`config.mk`:
```
export PLATFORM = sky130hd
export DESIGN_NAME = prog_loader_flat
export DESIGN_NICKNAME = d
export VERILOG_FILES = /design/src/rtl/prog_loader_pkg.sv /design/src/rtl/prog_loader_if.sv /design/src/rtl/prog_loader_word_packer.sv /design/src/rtl/prog_loader.sv /design/src/flat_wrapper.sv
export SDC_FILE = /design/constraint.sdc
export NUM_CORES = 1
export LEC_CHECK = 0
export ABC_AREA = 1
export CAP_MARGIN = 40
export CORE_UTILIZATION = 36
export CTS_CLUSTER_SIZE = 8
export DETAILED_ROUTE_END_ITERATION = 7
export MAX_ROUTING_LAYER = met4
export PLACE_DENSITY_LB_ADDON = 0.25
export SYNTH_ARGS = -nofsm -noshare
export SYNTH_HDL_FRONTEND = slang
export SYNTH_HIERARCHICAL = 1
export SYNTH_SLANG_ARGS = --single-unit
export TNS_END_PERCENT = 1
```
`constraint.sdc`:
```
create_clock -name clk -period 8.5 [get_ports clk]
set_clock_uncertainty 0.15 [all_clocks]
set_input_delay 2.55 -clock clk [delete_from_list [all_inputs] [get_ports clk]]
set_output_delay 2.55 -clock clk [all_outputs]
set_load 0.01 [all_outputs]
```
`src/rtl/prog_loader_pkg.sv`:
```
// Shared definitions for the boot-time program loader: field widths,
// the frame sync byte, FSM state encoding and word address arithmetic.
package prog_loader_pkg;

  localparam int BYTE_W = 8;
  localparam int WORD_W = 32;
  localparam int ADDR_W = 32;
  localparam int LEN_W  = 16;
  localparam int CHK_W  = 8;

  localparam logic [BYTE_W-1:0] SYNC_BYTE = 8'hA5;

  typedef enum logic [2:0] {
    ST_SYNC,
    ST_LEN_HI,
    ST_LEN_LO,
    ST_DATA,
    ST_WRITE,
    ST_CHECK,
    ST_DONE,
    ST_ERROR
  } state_t;

  // Byte address of word idx; the sum wraps modulo 2^32.
  function automatic logic [ADDR_W-1:0] word_addr(input logic [ADDR_W-1:0] base,
                                                  input logic [LEN_W-1:0]  idx);
    return base + {{(ADDR_W-LEN_W-2){1'b0}}, idx, 2'b00};
  endfunction

endpackage

```
`src/rtl/prog_loader_if.sv`:
```
// Host byte stream plus memory write port of the program loader.
interface prog_loader_if;
  import prog_loader_pkg::*;

  logic [BYTE_W-1:0] in_data;
  logic              in_valid;
  logic              in_ready;
  logic              mem_we;
  logic [ADDR_W-1:0] mem_addr;
  logic [WORD_W-1:0] mem_din;

  modport master (output in_data, in_valid,
                  input  in_ready, mem_we, mem_addr, mem_din);

  modport slave  (input  in_data, in_valid,
                  output in_ready, mem_we, mem_addr, mem_din);
endinterface

```
`src/rtl/prog_loader_word_packer.sv`:
```
// Packs bytes MSB-first into 32-bit words; word_full flags the push that
// completes a word, with word already including that byte.
module word_packer
  import prog_loader_pkg::*;
(
  input  logic              clk,
  input  logic              reset,
  input  logic              clear,
  input  logic              push,
  input  logic [BYTE_W-1:0] byte_in,
  output logic              word_full,
  output logic [WORD_W-1:0] word
);

  logic [1:0]        cnt_q, cnt_d;
  logic [WORD_W-1:0] sr_q, sr_d;

  always_comb begin
    cnt_d = cnt_q;
    sr_d  = sr_q;
    if (clear) begin
      cnt_d = '0;
    end else if (push) begin
      cnt_d = cnt_q + 2'd1;
      sr_d  = {sr_q[WORD_W-BYTE_W-1:0], byte_in};
    end
  end

  assign word      = {sr_q[WORD_W-BYTE_W-1:0], byte_in};
  assign word_full = push && (cnt_q == 2'd3);

  always_ff @(posedge clk) begin
    if (reset) cnt_q <= '0;
    else       cnt_q <= cnt_d;
  end

  always_ff @(posedge clk) begin
    sr_q <= sr_d;
  end

endmodule

```
`src/rtl/prog_loader.sv`:
```
// Boot loader: receives A5/LEN/payload/CHK frames, writes big-endian words
// to memory and keeps the CPU in reset until a frame checksum verifies.
module prog_loader
  import prog_loader_pkg::*;
#(
  parameter logic [31:0] BASE_ADDR = 32'h0000_0000,
  parameter int unsigned MAX_WORDS = 1024
)(
  input  logic              clk,
  input  logic              reset,
  prog_loader_if.slave      bus,
  output logic              cpu_reset,
  output logic              done,
  output logic              error,
  output logic [LEN_W-1:0]  words_loaded
);

  state_t            state_q, state_d;
  logic [LEN_W-1:0]  len_q, len_d;
  logic [CHK_W-1:0]  chk_q, chk_d;
  logic [LEN_W-1:0]  wl_q, wl_d;
  logic              mem_we_q, mem_we_d;
  logic [ADDR_W-1:0] mem_addr_q, mem_addr_d;
  logic [WORD_W-1:0] mem_din_q, mem_din_d;
  logic              cpu_reset_q, cpu_reset_d;
  logic              done_q, done_d;
  logic              error_q, error_d;

  logic              accept;
  logic              restart;
  logic [LEN_W-1:0]  len_full;
  logic              pk_clear, pk_push, pk_full;
  logic [WORD_W-1:0] pk_word;

  assign bus.in_ready = (state_q != ST_WRITE);
  assign accept       = bus.in_valid && bus.in_ready;
  assign len_full     = {len_q[LEN_W-1:BYTE_W], bus.in_data};

  word_packer u_packer (
    .clk       (clk),
    .reset     (reset),
    .clear     (pk_clear),
    .push      (pk_push),
    .byte_in   (bus.in_data),
    .word_full (pk_full),
    .word      (pk_word)
  );

  always_comb begin
    state_d     = state_q;
    len_d       = len_q;
    chk_d       = chk_q;
    wl_d        = wl_q;
    mem_we_d    = 1'b0;
    mem_addr_d  = mem_addr_q;
    mem_din_d   = mem_din_q;
    cpu_reset_d = cpu_reset_q;
    done_d      = done_q;
    error_d     = error_q;
    pk_clear    = 1'b0;
    pk_push     = 1'b0;
    restart     = 1'b0;

    case (state_q)
      ST_SYNC, ST_DONE, ST_ERROR: begin
        if (accept && (bus.in_data == SYNC_BYTE)) begin
          restart = 1'b1;
          state_d = ST_LEN_HI;
        end
      end
      ST_LEN_HI: begin
        if (accept) begin
          len_d[LEN_W-1:BYTE_W] = bus.in_data;
          state_d               = ST_LEN_LO;
        end
      end
      ST_LEN_LO: begin
        if (accept) begin
          len_d = len_full;
          if ({16'd0, len_full} > MAX_WORDS) state_d = ST_ERROR;
          else if (len_full == '0)           state_d = ST_CHECK;
          else                               state_d = ST_DATA;
        end
      end
      ST_DATA: begin
        if (accept) begin
          pk_push = 1'b1;
          chk_d   = chk_q ^ bus.in_data;
          // Write strobe and payload are registered on the word's last byte.
          if (pk_full) begin
            state_d    = ST_WRITE;
            mem_we_d   = 1'b1;
            mem_addr_d = word_addr(BASE_ADDR, wl_q);
            mem_din_d  = pk_word;
          end
        end
      end
      ST_WRITE: begin
        if (wl_q < len_q) wl_d = wl_q + 16'd1;
        if (({1'b0, wl_q} + 17'd1) < {1'b0, len_q}) state_d = ST_DATA;
        else                                         state_d = ST_CHECK;
      end
      ST_CHECK: begin
        if (accept) state_d = (bus.in_data == chk_q) ? ST_DONE : ST_ERROR;
      end
      default: state_d = ST_SYNC;
    endcase

    // Status follows the state register one edge later, so release is glitch-free.
    if (restart) begin
      pk_clear    = 1'b1;
      chk_d       = '0;
      wl_d        = '0;
      cpu_reset_d = 1'b1;
      done_d      = 1'b0;
      error_d     = 1'b0;
    end else if (state_q == ST_DONE) begin
      cpu_reset_d = 1'b0;
      done_d      = 1'b1;
      error_d     = 1'b0;
    end else if (state_q == ST_ERROR) begin
      cpu_reset_d = 1'b1;
      done_d      = 1'b0;
      error_d     = 1'b1;
    end
  end

  always_ff @(posedge clk) begin
    if (reset) begin
      state_q     <= ST_SYNC;
      wl_q        <= '0;
      mem_we_q    <= 1'b0;
      mem_addr_q  <= BASE_ADDR;
      mem_din_q   <= '0;
      cpu_reset_q <= 1'b1;
      done_q      <= 1'b0;
      error_q     <= 1'b0;
    end else begin
      state_q     <= state_d;
      wl_q        <= wl_d;
      mem_we_q    <= mem_we_d;
      mem_addr_q  <= mem_addr_d;
      mem_din_q   <= mem_din_d;
      cpu_reset_q <= cpu_reset_d;
      done_q      <= done_d;
      error_q     <= error_d;
    end
  end

  always_ff @(posedge clk) begin
    len_q <= len_d;
    chk_q <= chk_d;
  end

  assign bus.mem_we   = mem_we_q;
  assign bus.mem_addr = mem_addr_q;
  assign bus.mem_din  = mem_din_q;
  assign cpu_reset    = cpu_reset_q;
  assign done         = done_q;
  assign error        = error_q;
  assign words_loaded = wl_q;

endmodule

```
`src/flat_wrapper.sv`:
```
// flat-port wrapper written by rule: the top's interface ports become plain ports
module prog_loader_flat import prog_loader_pkg::*;
#(
  parameter logic [31:0] BASE_ADDR = 32'h0000_0000,
  parameter int unsigned MAX_WORDS = 1024
)
  (clk, reset, cpu_reset, done, error, words_loaded, bus_in_data, bus_in_valid, bus_in_ready, bus_mem_we, bus_mem_addr, bus_mem_din);
  prog_loader_if bus_i ();
  input  logic clk;
  input  logic reset;
  output logic cpu_reset;
  output logic done;
  output logic error;
  output logic [LEN_W-1:0] words_loaded;
  input wire logic [$bits(bus_i.in_data)-1:0] bus_in_data;
  input wire logic [$bits(bus_i.in_valid)-1:0] bus_in_valid;
  output wire logic [$bits(bus_i.in_ready)-1:0] bus_in_ready;
  output wire logic [$bits(bus_i.mem_we)-1:0] bus_mem_we;
  output wire logic [$bits(bus_i.mem_addr)-1:0] bus_mem_addr;
  output wire logic [$bits(bus_i.mem_din)-1:0] bus_mem_din;
  assign bus_i.in_data = bus_in_data;
  assign bus_i.in_valid = bus_in_valid;
  assign bus_in_ready = bus_i.in_ready;
  assign bus_mem_we = bus_i.mem_we;
  assign bus_mem_addr = bus_i.mem_addr;
  assign bus_mem_din = bus_i.mem_din;
  prog_loader #(.BASE_ADDR(BASE_ADDR), .MAX_WORDS(MAX_WORDS)) u_core (.clk(clk), .reset(reset), .bus(bus_i), .cpu_reset(cpu_reset), .done(done), .error(error), .words_loaded(words_loaded));
endmodule
```
==> reports/qor.yml <==
cts_buffers: 17
num_antenna_cells: 0
start_kind: "primary input"
r2r_cells: 19
cap_violations: 0
required_ps: 8650
whs_ps: 296.4
cpMostUsedCell: "inv_1"
worst_slew_pin_slew_ps: 637.6
clk_pin_slew_worst_paths_ps: 50
finalSetupViolations: 0
worstReg2RegStart: "u_core/words_loaded[0]"
fin_ws_ps: 3810
regArea_mm2: 0.002823
grt_overflow: 0
syn_area_mm2: 0.005843
first_pass_iters: 5
core.rowCount: 46
insertion_delay_ps: 410
gr-usage-met3_pct: 4.253
status: "finished clean"
synth-seq-cells: 121
port_buffers: 79
grt_usage_pct: 17.62
setup_tns_ps: 0
yosysWarnings: 6
peakVddDrop_mv: 0.1621
synth_cell_types: 35
cp_data_arrival_time_ps: 4840
fill_cells: 1559
ios: 96
finalHoldViolations: 0
route.detailed.drc: 0
core_area_mm2: 0.01589
htreeDepth: 4
whs_path_depth: 0
synthFlopType: "dfxtp_1"
drive_gt1_share_pct: 8.344
vias_per_cell: 4.548
drt-total-wl_mm: 13.69
cts_tree: "yes"
hold_buffers: 0
power_w: 0.001364
synthCells: 691
dieArea_mm2: 0.01674
synth_edf_count: 40
slowest_stage: "clkdlybuf4s50_1"
clkSinkCount: 121
area_growth_pct: 24.05
ant_nets: 0
layout_common_cells: "nor2_1 (137), nand2_1 (114), dfxtp_1 (81)"
cts-resized-gates: 0
globalplace.congestion: 0.8325
mostFrequentLayoutCell: "nor2_1"
synth_seq_area_share_pct: 48.31
dp_hpwl_mm: 9.494
grt_pass1_wl_mm: 21.32
power.leakage_nw: 3.182
multi_input_area_mm2: 0.002486
relSlewSlack_pct: 57.33
crit_chain: "clkdlybuf4s50_1, nand2_4, clkinv_1, nand2_1, inv_1, inv_1, nor2_4, buf_4, inv_1, buf_4, nor2_1, nor2_1"
holdPathEnd: "u_core/u_packer/sr_q[10]"
cp-end-kind: "flop"
grt-busiest-layer: "met2"
crit_path_max_fanout: 57
path_buf_inv: 7
gr-usage-met1_pct: 21.62
cpPeakStageDelay_ps: 570
r2r_end: "u_core/state_q[1]"
fin_nets: 810
rsz0062_at_grt: "false"
fin_crit_ps: 4690
grt_max_degree: 58
max_freq_mhz: 213.2
p_per_area_mw_per_mm2: 188.2
drv_slew: 0
cts_max_path_buffers: 2
pre_cts_ws_ps: 3386
period_share_pct: 55.18
cp_top_family: "buffers and inverters"
cts_setup_buffers: 0
die_x_um: 129.4
num_vias: 4525
min_path_type: "flop to flop"
drt_iter0_drc: 322
antenna_found_initial: 0
holdCritStartpoint: "u_core/u_packer/sr_q[2]"
clockRootBuffer: "clkbuf_16"
synth.avg_cell_area_um2: 8.456
grt_pass1_vias: 4152
dieHeight_um: 129.4
criticalPathCategory: "primary input to flop"
wl_per_cell_um: 13.76
reg2reg_slack_ps: 5580
grtUsageMet2_pct: 27.58
async_reset_ff_share_pct: 0
initial_core_util_pct: 36.78
stage by stage:
stage,instances,util (%),instance area (µm²)
after detailed placement,963,42.02,6675
final,995,45.63,7248
after global routing,995,45.63,7248
after CTS,995,45.63,7248
after global placement,962,41.99,6670
after floorplan,706,-,5899
state kept, by name, summed over array words and instances, names as in the netlist:
register / cells
u_core/bus.mem_addr: 16
u_core/done: 1
u_core/bus.mem_din: 32
u_core/u_packer/sr_q: 24
u_core/error: 1
u_core/state_q: 3
u_core/chk_q: 8
u_core/bus.mem_we: 1
u_core/words_loaded: 16
u_core/u_packer/cnt_q: 2
u_core/len_q: 16
u_core/cpu_reset: 1
cells in the mapped netlist, types with 10 or more instances:
cell type | number | area (µm²)
ha_1 | 33 | 412.9
nor2_1 | 138 | 518.0
o21ai_0 | 33 | 165.2
o21ai_1 | 24 | 120.1
nand2_1 | 114 | 427.9
a21oi_1 | 29 | 145.1
nand3_1 | 18 | 90.09
nor3_1 | 10 | 50.05
inv_1 | 62 | 232.7
buf_4 | 24 | 180.2
xor2_1 | 20 | 175.2
dfxtp_1 | 81 | 1622
edfxtp_1 | 40 | 1201
worst max-delay path by stage:
| stage | endpoint | cells after the start | slack (ps) | from |
|---|---|---|---|---|
| after global routing | u_core/bus.mem_din[17] | 12 | 3550 | bus_in_valid |
| final | u_core/bus.mem_din[17] | 12 | 3810 | bus_in_valid |
| after CTS | u_core/bus.mem_din[17] | 12 | 3800 | bus_in_valid |
| after global placement | u_core/bus.mem_addr[15] | 12 | 3440 | bus_in_valid |
| after floorplan | u_core/u_packer/sr_q[0] | 6 | 3960 | bus_in_data[1] |
| after detailed placement | u_core/bus.mem_din[23] | 12 | 3390 | bus_in_valid |
per-layer routing:
metal	wire length, µm	vias up	share of wire, %
met5	0	-	0
met4	206	0	1.5
met3	599	14	4.4
met2	6299	110	46
met1	6588	2061	48
li1	-	2340	-
cell families (layout without fill, tap and decap cells):
| group | after synthesis | after routing | share of synthesized area [%] |
|---|---|---|---|
| xor gates and xnor gates | 21 | 21 | 3.148 |
| and+or+nand+nor | 306 | 306 | 22.59 |
| adders and majority gates | 33 | 33 | 7.066 |
| buffers and inverters | 114 | 187 | 10.15 |
| AOI/OAI and AO/OA | 95 | 95 | 8.673 |
| DFF | 121 | 121 | 48.31 |
| other | 1 | 16 | 0.06418 |
report_power, final:
part           leakage, nW  internal, W  switching (W)
logic                 1.90    0.0000162      0.0000377
clock network        0.266     0.000459       0.000246
registers             1.01     0.000602     0.00000390
total                 3.18      0.00108       0.000288
cell type report:
class | count | share of cell area [%]
sequential | 121 | 38.94
multi-input combinational | 471 | 34.30
timing repair buffer | 84 | 11.39
clock buffer | 24 | 6.232
inverter | 71 | 3.729
tap | 216 | 3.729
clock inverter | 8 | 1.674
(Power assumes the default switching activity.)
